`config.mk`:
```
export PLATFORM = sky130hd
export DESIGN_NAME = ecc_182_enc_pipe
export DESIGN_NICKNAME = d
export VERILOG_FILES = /design/src/rtl/ecc_182_pkg.sv /design/src/rtl/ecc_182_enc.sv /design/src/rtl/ecc_182_enc_pipe.sv
export SDC_FILE = /design/constraint.sdc
export NUM_CORES = 1
export LEC_CHECK = 0
export ABC_AREA = 0
export BUFFER_PORTS_ARGS = -buffer_cell sky130_fd_sc_hd__buf_2
export CORE_MARGIN = 4
export CORE_UTILIZATION = 45
export CTS_CLUSTER_SIZE = 12
export DETAILED_ROUTE_END_ITERATION = 12
export GPL_TIMING_DRIVEN = 0
export PLACE_DENSITY = 0.83
export SYNTH_ARGS = -nofsm -noshare
export SYNTH_HDL_FRONTEND = slang
export SYNTH_SLANG_ARGS = --single-unit
```
`constraint.sdc`:
```
create_clock -name clk -period 1.52 [get_ports clk]
set_input_delay 0.304 -clock clk [delete_from_list [all_inputs] [get_ports clk]]
set_output_delay 0.304 -clock clk [all_outputs]
set_load 0.05 [all_outputs]
```
`src/rtl/ecc_182_pkg.sv`:
```
// Shared SECDED constants for the 182-bit FIFO ECC: Hamming position map and
// per-check-bit coverage masks, common to the encoder and decoder builds.
package ecc_182_pkg;

  localparam int DATA_WIDTH   = 182;
  localparam int PARITY_WIDTH = 9;
  localparam int HAM_WIDTH    = 8;

  // Hamming position of data bit idx: positions 1..190 with powers of two skipped.
  function automatic int ham_pos(input int idx);
    int n;
    int res;
    n   = -1;
    res = 0;
    for (int p = 1; p < 256; p++) begin
      if ((p & (p - 1)) != 0) begin
        n++;
        if (n == idx) begin
          res = p;
        end else begin
          res = res;
        end
      end else begin
        n = n;
      end
    end
    return res;
  endfunction

  function automatic logic [HAM_WIDTH-1:0][DATA_WIDTH-1:0] build_masks();
    logic [HAM_WIDTH-1:0][DATA_WIDTH-1:0] m;
    int pos;
    m = '0;
    for (int d = 0; d < DATA_WIDTH; d++) begin
      pos = ham_pos(d);
      for (int i = 0; i < HAM_WIDTH; i++) begin
        if (((pos >> i) & 1) == 1) begin
          m[i][d] = 1'b1;
        end else begin
          m[i][d] = m[i][d];
        end
      end
    end
    return m;
  endfunction

  localparam logic [HAM_WIDTH-1:0][DATA_WIDTH-1:0] CHK_MASKS = build_masks();

endpackage

```
`src/rtl/ecc_182_enc.sv`:
```
// Combinational SECDED parity generator: 8 Hamming check bits plus an overall
// parity bit covering data and the Hamming bits.
module ecc_182_enc
  import ecc_182_pkg::*;
(
  input  logic [DATA_WIDTH-1:0]   data_i,
  output logic [PARITY_WIDTH-1:0] parity_o
);

  logic [HAM_WIDTH-1:0] ham_s;

  // Hamming check bits from the shared coverage masks.
  always_comb begin
    ham_s = '0;
    for (int i = 0; i < HAM_WIDTH; i++) begin
      ham_s[i] = ^(data_i & CHK_MASKS[i]);
    end
  end

  assign parity_o = {(^data_i) ^ (^ham_s), ham_s};

endmodule

```
`src/rtl/ecc_182_enc_pipe.sv`:
```
// Write-side SECDED encoder stage with lockstep encoders and a 1-deep
// valid/ready register. Optional error injection: define ECC_ENC_ERR_INJ_EN.
module ecc_182_enc_pipe
  import ecc_182_pkg::*;
#(
  parameter int FCNT_WIDTH = 8
) (
  input  logic                    clk,
  input  logic                    rst_n,
  input  logic                    ecc_fault_detc_en,
  input  logic                    bypass,
  input  logic                    in_vld,
  output logic                    in_rdy,
  input  logic [DATA_WIDTH-1:0]   data_in,
  output logic                    out_vld,
  input  logic                    out_rdy,
  output logic [DATA_WIDTH-1:0]   data_out,
  output logic [PARITY_WIDTH-1:0] parity_out,
  output logic                    ecc_fault,
  output logic                    fault_sticky,
  output logic [FCNT_WIDTH-1:0]   fault_cnt,
  input  logic                    fault_clr
`ifdef ECC_ENC_ERR_INJ_EN
  ,
  input  logic                    inj_arm,
  input  logic                    inj_dbl,
  input  logic [7:0]              inj_pos,
  output logic                    inj_done
`endif
);

  localparam logic [FCNT_WIDTH-1:0] CNT_ONE = FCNT_WIDTH'(1);
  localparam logic [FCNT_WIDTH-1:0] CNT_MAX = {FCNT_WIDTH{1'b1}};

  logic [PARITY_WIDTH-1:0] parity_a_s;
  logic [PARITY_WIDTH-1:0] parity_b_s;
  logic                    accept_s;
  logic                    fault_s;
  logic [DATA_WIDTH-1:0]   inj_mask_s;

  logic                    out_vld_q,  out_vld_d;
  logic [DATA_WIDTH-1:0]   data_q,     data_d;
  logic [PARITY_WIDTH-1:0] parity_q,   parity_d;
  logic                    fault_q,    fault_d;
  logic                    sticky_q,   sticky_d;
  logic [FCNT_WIDTH-1:0]   cnt_q,      cnt_d;

  ecc_182_enc u0 (.data_i(data_in), .parity_o(parity_a_s));
  ecc_182_enc u1 (.data_i(data_in), .parity_o(parity_b_s));

  assign in_rdy   = ~out_vld_q | out_rdy;
  assign accept_s = in_vld & in_rdy;
  assign fault_s  = (parity_a_s != parity_b_s) & ecc_fault_detc_en & ~bypass;

`ifdef ECC_ENC_ERR_INJ_EN
  logic       inj_armed_q, inj_armed_d;
  logic       inj_dbl_q,   inj_dbl_d;
  logic [7:0] inj_pos_q,   inj_pos_d;
  logic       inj_done_q,  inj_done_d;
  logic       inj_fire_s;

  assign inj_fire_s = accept_s & inj_armed_q;

  // Arm on a valid pulse (out-of-range positions are ignored); disarm at use.
  always_comb begin
    inj_armed_d = inj_armed_q;
    inj_dbl_d   = inj_dbl_q;
    inj_pos_d   = inj_pos_q;
    inj_done_d  = inj_fire_s;
    inj_mask_s  = '0;
    if (inj_fire_s) begin
      inj_mask_s[inj_pos_q] = 1'b1;
      if (inj_dbl_q) begin
        inj_mask_s[(inj_pos_q == 8'd181) ? 8'd0 : inj_pos_q + 8'd1] = 1'b1;
      end else begin
        inj_mask_s = inj_mask_s;
      end
    end else begin
      inj_mask_s = '0;
    end
    if (inj_arm && (inj_pos <= 8'd181)) begin
      inj_armed_d = 1'b1;
      inj_dbl_d   = inj_dbl;
      inj_pos_d   = inj_pos;
    end else if (inj_fire_s) begin
      inj_armed_d = 1'b0;
    end else begin
      inj_armed_d = inj_armed_q;
    end
  end

  always_ff @(posedge clk or negedge rst_n) begin
    if (!rst_n) begin
      inj_armed_q <= 1'b0;
      inj_dbl_q   <= 1'b0;
      inj_pos_q   <= 8'd0;
      inj_done_q  <= 1'b0;
    end else begin
      inj_armed_q <= inj_armed_d;
      inj_dbl_q   <= inj_dbl_d;
      inj_pos_q   <= inj_pos_d;
      inj_done_q  <= inj_done_d;
    end
  end

  assign inj_done = inj_done_q;
`else
  assign inj_mask_s = '0;
`endif

  // Pipeline register: load on accept, drop when drained with nothing behind.
  always_comb begin
    out_vld_d = out_vld_q;
    data_d    = data_q;
    parity_d  = parity_q;
    fault_d   = fault_q;
    if (accept_s) begin
      out_vld_d = 1'b1;
      data_d    = data_in ^ inj_mask_s;
      parity_d  = bypass ? '0 : parity_a_s;
      fault_d   = fault_s;
    end else if (out_rdy) begin
      out_vld_d = 1'b0;
      fault_d   = 1'b0;
    end else begin
      out_vld_d = out_vld_q;
    end
  end

  // Fault bookkeeping counts only at acceptance, so a stalled word is counted once.
  always_comb begin
    sticky_d = sticky_q;
    cnt_d    = cnt_q;
    if (fault_clr) begin
      sticky_d = accept_s & fault_s;
      cnt_d    = (accept_s & fault_s) ? CNT_ONE : '0;
    end else if (accept_s && fault_s) begin
      sticky_d = 1'b1;
      cnt_d    = (cnt_q == CNT_MAX) ? CNT_MAX : cnt_q + CNT_ONE;
    end else begin
      sticky_d = sticky_q;
    end
  end

  always_ff @(posedge clk or negedge rst_n) begin
    if (!rst_n) begin
      out_vld_q <= 1'b0;
      data_q    <= '0;
      parity_q  <= '0;
      fault_q   <= 1'b0;
      sticky_q  <= 1'b0;
      cnt_q     <= '0;
    end else begin
      out_vld_q <= out_vld_d;
      data_q    <= data_d;
      parity_q  <= parity_d;
      fault_q   <= fault_d;
      sticky_q  <= sticky_d;
      cnt_q     <= cnt_d;
    end
  end

  assign out_vld      = out_vld_q;
  assign data_out     = data_q;
  assign parity_out   = parity_q;
  assign ecc_fault    = fault_q;
  assign fault_sticky = sticky_q;
  assign fault_cnt    = cnt_q;

endmodule

```
==> results of run 1 <==
[logic make-up after synthesis]
| group | synth area share |
|---|---|
| flops | 0.4520 |
| xor+xnor | 0.3290 |
| mux | 0.1928 |
| compound gates | 0.007180 |
| other cells | 0.0003528 |
| simple gates | 0.002589 |
| buf+inv | 0.01612 |
[layout make-up]
type	instances	area, um^2
Buffer	31	509.2
Clock buffer	20	466.7
Clock inverter	12	115.1
Fill cell	1575	6980
Multi-Input combinational cell	557	7356
Sequential cell	192	4806
Tap cell	313	391.6
Timing Repair Buffer	395	2291
[metal layers]
layer	GRT usage	part of all wire	routed length (um)
met1	0.3319	0.42	14150
met2	0.4356	0.51	17190
met3	0.05126	0.052	1762
met4	0.06574	0.022	751
met5	0	0.00038	13
[power by group]
group          total (mW)  internal [mW]  leakage [nW]  switching, mW
clock network        4.49           2.31         0.289           2.19
logic                16.1           7.98          5.22           8.15
registers            6.39           5.92          2.26          0.469
[critical path, delay by kind of cell]
kind	cells	cell delay, ns
XOR/XNOR	8	2.18
AO/OA/AOI/OAI	1	0.21
buffers and inverters	1	0.15
[placed cells by master (no fill, tap or decap)]
cell,synthesis,routed
buf_16,0,1
clkbuf_16,0,33
buf_2,0,342
xnor3_1,21,17
nand2b_1,2,1
o31ai_1,2,2
nand2b_4,0,1
mux2_4,0,149
nor2_1,1,1
xnor3_2,3,7
xnor2_1,274,186
buf_4,10,30
dfrtp_2,0,1
mux2_2,182,33
nand2_4,0,1
nand2_1,3,2
clkbuf_8,1,3
xnor2_2,6,70
clkinv_4,0,6
conb_1,1,10
buf_12,0,1
xor2_2,2,13
dlygate4sd3_1,0,1
dfrtp_1,192,191
a22o_1,7,7
buf_8,0,6
xor2_1,42,27
xor2_4,0,4
clkbuf_1,16,1
inv_8,0,4
inv_6,0,2
xnor2_4,2,26
buf_6,1,27
clkbuf_4,0,1
[registers in the layout, summed over array words and instances, names as in the netlist]
name,flops
data_out,182
parity_out,9
out_vld,1
[stage by stage]
step	utilization	setup TNS (ns)	total power, mW	hold slack, ns
2_1_floorplan	-	-15.98	18.24	0.008409
3_3_place_gp	0.6143	-590.51	20.96	0.4592
3_5_place_dp	0.6159	-8.999	21.05	0.3519
4_1_cts	0.6715	-3.295	26.54	0.07910
5_1_grt	0.6954	-4.104	28.21	0.08022
6_report	0.6954	-3.540	27.02	0.09469
[what timing repair did]
| action | CTS | global route |
|---|---|---|
| hold buffers | 1 | 0 |
| endpoints found under the setup margin | 9 | 113 |
| gates resized for setup | 100 | 93 |
| hold endpoints to repair | 87 | 0 |
| pin swaps | 33 | 36 |
| setup buffers | 10 | 4 |
[worst max path at each step]
stage	startpoint	end	depth (start not counted)
final	data_in[165]	parity_out[8]	10
after global routing	data_in[25]	parity_out[8]	9
after CTS	data_in[71]	parity_out[8]	9
after detailed placement	data_in[39]	parity_out[8]	10
after global placement	rst_n	out_vld	1
after floorplan	data_in[59]	parity_out[8]	8
==> impl_metrics.toml, run 1 <==
[status]
status = "finished, violations left"
violations = "negative setup slack"

[power_and_ir_drop]
cellLeakagePower_nw = 7.766
powerDensity_mw_per_mm2 = 1695
ir_drop_mv = 2.055

[worst_setup_path]
end_kind = "flop"
crit_path_max_fanout = 3
cp.arrival_ns = 2.84
reg2regPathDepth = 5
critPathRequiredTime_ns = 1.82
max_stage_delay_ns = 0.51
regToRegStartpoint = "out_vld"
crit_path_start_kind = "primary input"
crit_path_frequent_cell = "xnor2_1"
critPathKind = "in -> reg"
path_cells = "buf_2 -> xnor2_1 -> xnor2_1 -> xnor2_1 -> xnor3_2 -> xor2_2 -> xnor3_1 -> xnor3_2 -> xnor3_1 -> a22o_1"
cp_slowest_cell = "xnor3_2"
r2r_end = "data_out[40]"
r2r_slack_ns = 0.08

[cells_and_area]
final_nets = 1383
drive_gt1_frac = 0.6305
diodes = 0
fin_cells = 1520
final_cell_area_mm2 = 0.01594
area_growth_pct = 49.91

[clock_tree]
clk_path_buf_depth = 2
cts_inserted_buffers = 17
cts_tree = "done"
path_clk_slew_ns = 0.07
ctsRootBufferMaster = "clkbuf_16"
ctsHtreeMaxLevel = 4
cts_sinks = 192
clock_latency_ns = 0.43

[job]
maxCapViolations = 0

[yosys]
yosysTopAreaCellShare = 0.4520
yosys_warnings = 0
synth.distinct_cells = 20
ys_seq_elements = 192
synth_most_common_cell = "xnor2_1"
ys_async_sr_fraction = 1.000
avgSynthCellArea_um2 = 13.79
ys_top_cells_by_area = "dfrtp_1 (45%), xnor2_1 (23%), mux2_2 (19%), xnor3_1 (4.4%), xor2_1 (3.5%)"
ys.flop_type = "dfrtp_1"
synth_edf_count = 0
ys_seq_area_frac = 0.4520
netlist_top_cells_count = "xnor2_1 (274), dfrtp_1 (192), mux2_2 (182)"
yosysTopAreaCell = "dfrtp_1"
syn-cell-area_mm2 = 0.01063
syn_inst = 771

[routing]
num_vias = 7434
drc = 0
avgViaCountPerCell = 4.891
drtIter0Drc = 418
ant_nets = 0
drt_pass1_iterations = 4
finalWirelength_mm = 33.87
wl_per_cell_um = 22.28

[timing]
fin_worst_skew_ns = 0.01192
min_period_ns = 2.541
finalCritPeriodShare = 1.671
maxSlewHeadroom = 0.6097
rsz0062_at_grt = "true"
finalHoldViolCount = 0
setup_viol = 9
tightest_slew_ns = 0.5855
maxSlewViolCount = 0
setup_ws_ns = -1.021
timing.fmax_ghz = 0.3936

[die]
die_area_mm2 = 0.02615
start_util = 0.4639
rows = 55
fp.dieW_um = 161.7
core_mm2 = 0.02292
die_y_um = 161.7
io-pin-count = 392

[grt]
grt_max_degree = 106
antenna_found_initial = 1
grt.total_usage = 0.2537
grt_pass1_vias = 8371
grt_pass1_wl_mm = 50.22
overflow = 0

[placed_design]
placed_cells = 1473
dpl_cell_area_mm2 = 0.01411
hpwl_mm = 26.41
place_congestion = 0.8103
dp_slack_ns = -1.646
port_buffers = 379

[min_path]
min-delay-start = "bypass"
holdPathStages = 2
hold_path.class = "in -> reg"
whs_endpoint = "parity_out[4]"
Power figures use the tool's default switching activity.
==> run 2: changes to the inputs <==
--- a/config.mk
+++ b/config.mk
@@ -8,11 +8,12 @@
 export ABC_AREA = 0
 export BUFFER_PORTS_ARGS = -buffer_cell sky130_fd_sc_hd__buf_2
 export CORE_MARGIN = 4
-export CORE_UTILIZATION = 45
+export CORE_UTILIZATION = 49
 export CTS_CLUSTER_SIZE = 12
 export DETAILED_ROUTE_END_ITERATION = 12
 export GPL_TIMING_DRIVEN = 0
-export PLACE_DENSITY = 0.83
+export PLACE_DENSITY = 0.84
 export SYNTH_ARGS = -nofsm -noshare
 export SYNTH_HDL_FRONTEND = slang
+export SYNTH_HIERARCHICAL = 1
 export SYNTH_SLANG_ARGS = --single-unit
==> impl_metrics.toml, run 2 <==
[worst_setup_path]
r2r_end = "fault_cnt[3]"
end_kind = "flop"
cp.arrival_ns = 3.79
crit_path_start_kind = "primary input"
reg2regPathDepth = 6
critPathRequiredTime_ns = 1.92
critPathKind = "in -> reg"
r2r_slack_ns = -0.29
regToRegStartpoint = "fault_cnt[1]"
crit_path_max_fanout = 5

[die]
rows = 63
die_y_um = 182.2
fp.dieW_um = 182.2
core_mm2 = 0.02980
start_util = 0.4992
io-pin-count = 392
die_area_mm2 = 0.03321

[routing]
drt_pass1_iterations = 6
num_vias = 10890
avgViaCountPerCell = 5.291
drc = 0
finalWirelength_mm = 49.72
drtIter0Drc = 538
ant_nets = 0
wl_per_cell_um = 24.16

[timing]
setup_viol = 22
tns_ns = -22.69
maxSlewHeadroom = 0.5992
timing.fmax_ghz = 0.2955
maxSlewViolCount = 0
tightest_slew_ns = 0.6012
finalCritPeriodShare = 2.227
setup_ws_ns = -1.865
finalHoldViolCount = 0
fin_worst_skew_ns = 0.01601
rsz0062_at_grt = "true"
min_period_ns = 3.385

[job]
maxCapViolations = 0

[status]
violations = "negative setup slack"
status = "finished, violations left"

[yosys]
ys_async_sr_fraction = 1.000
yosys_warnings = 6
synth.distinct_cells = 42
syn_inst = 1194
syn-cell-area_mm2 = 0.01488
synth_most_common_cell = "xnor2_1"
yosysTopAreaCell = "dfrtp_1"
yosysTopAreaCellShare = 0.3398
synth_edf_count = 0
ys_seq_elements = 202
syn_nets = 1384
netlist_top_cells_count = "xnor2_1 (502), dfrtp_1 (202), mux2_2 (183)"
ys.flop_type = "dfrtp_1"
ys_seq_area_frac = 0.3398
avgSynthCellArea_um2 = 12.46
ys_top_cells_by_area = "dfrtp_1 (34%), xnor2_1 (30%), mux2_2 (14%), xnor3_1 (8.2%), xor2_1 (7.1%)"

[placed_design]
dp_slack_ns = -2.767
place_congestion = 0.9076
placed_cells = 1975
hpwl_mm = 37.81
port_buffers = 390

[grt]
overflow = 0
antenna_found_initial = 3
grt_pass1_vias = 11590
grt.total_usage = 0.2808
grt_pass1_wl_mm = 70.90
grt_max_degree = 106

[power_and_ir_drop]
powerDensity_mw_per_mm2 = 2087
cellLeakagePower_nw = 10.11
ir_drop_mv = 2.597

[cells_and_area]
final_cell_mix = "xnor2_1 (363), buf_2 (314), dfrtp_1 (197)"
final_nets = 1847
area_growth_pct = 44.62
final_common_cell = "xnor2_1"
drive_gt1_frac = 0.5468
fillCellCount = 1912
fin_cells = 2058
diodes = 0
largest_reg_flops = 182

[clock_tree]
ctsRootBufferMaster = "clkbuf_16"
ctsHtreeMaxLevel = 1
clk_path_buf_depth = 3
clock_latency_ns = 0.51
path_clk_slew_ns = 0.06
cts_inserted_buffers = 22
cts_sinks = 202
cts_tree = "done"

[min_path]
hold_path.class = "in -> reg"
whs_endpoint = "data_out[49]"
holdPathStages = 2
min-delay-start = "data_in[49]"
-- run 2: cells by family (layout without fill, tap and decap cells) --
family | Yosys count | count (layout) | share of synthesized area
XOR/XNOR | 701 | 701 | 0.4788
flip-flops | 202 | 202 | 0.3398
multiplexers | 183 | 183 | 0.1385
AND/OR/NAND/NOR | 53 | 53 | 0.02128
buffers and inverters | 29 | 503 | 0.009588
AO/OA/AOI/OAI | 25 | 25 | 0.01110
adder cells (fa/ha/maj) | 1 | 1 | 0.0008410
-- run 2: timing repair --
action	4_1_cts	5_1_grt
setup endpoints to repair	26	111
buffers inserted	29	18
pin swaps	60	61
hold endpoints to repair	97	0
hold buffers	1	0
gates cloned	0	1
resized for setup	152	203
-- run 2: metal layers --
metal	vias up	part of all wire	track usage
li1	4815	-	-
met1	5456	0.39	0.3477
met2	502	0.51	0.4994
met3	111	0.072	0.05202
met4	4	0.036	0.08616
met5	-	0.00054	0
-- run 2: power by group --
group	total, mW	internal (mW)	switching [mW]
Sequential	6.71	6.21	0.506
Clock	5.23	3.05	2.18
Combinational	32.9	16.7	16.2
-- run 2: worst max-delay path by stage --
stage,from,to,slack (ns),depth (start not counted)
finish,data_in[153],fault_cnt[0],-1.86,15
CTS,data_in[141],fault_cnt[0],-1.86,14
floorplan,data_in[4],fault_cnt[0],-1.88,13
global route,data_in[179],fault_cnt[3],-1.97,16
global placement,rst_n,out_vld,-3.50,1
detailed placement,data_in[56],fault_cnt[0],-2.77,14
-- run 2: area by class of cell --
class / count / area [um^2] / share of cell area
tap: 390 / 488.0 / 0.02268
clock buffer: 31 / 635.6 / 0.02955
timing repair buffer: 439 / 2704 / 0.1257
sequential: 202 / 5061 / 0.2353
multi-input combinational: 963 / 12170 / 0.5659
buffer: 26 / 391.6 / 0.01820
inverter: 3 / 11.26 / 0.0005234
clock inverter: 4 / 47.55 / 0.002210
-- run 2: through the flow --
stage	cell area, um^2	util	power [mW]	hold WS [ns]
3_5_place_dp	18500	0.6208	32.72	0.3882
6_report	21510	0.7220	44.89	0.02838
4_1_cts	20300	0.6812	41.30	0.01628
5_1_grt	21510	0.7220	45.94	0.008610
3_3_place_gp	18460	0.6196	32.47	0.4640
2_1_floorplan	16020	-	28.30	0.008409
-- run 2: worst max-delay path, stage by stage --
cell and delay (ns):
buf_4 0.17, xor2_1 0.18, xnor3_1 0.45, xnor2_2 0.19
xnor2_2 0.18, xnor2_2 0.26, xnor3_1 0.37, xor3_1 0.42
xnor3_1 0.24, xor2_1 0.18, nor3_2 0.10, buf_4 0.15
nand3_4 0.13, nand2_2 0.13, mux2_2 0.33
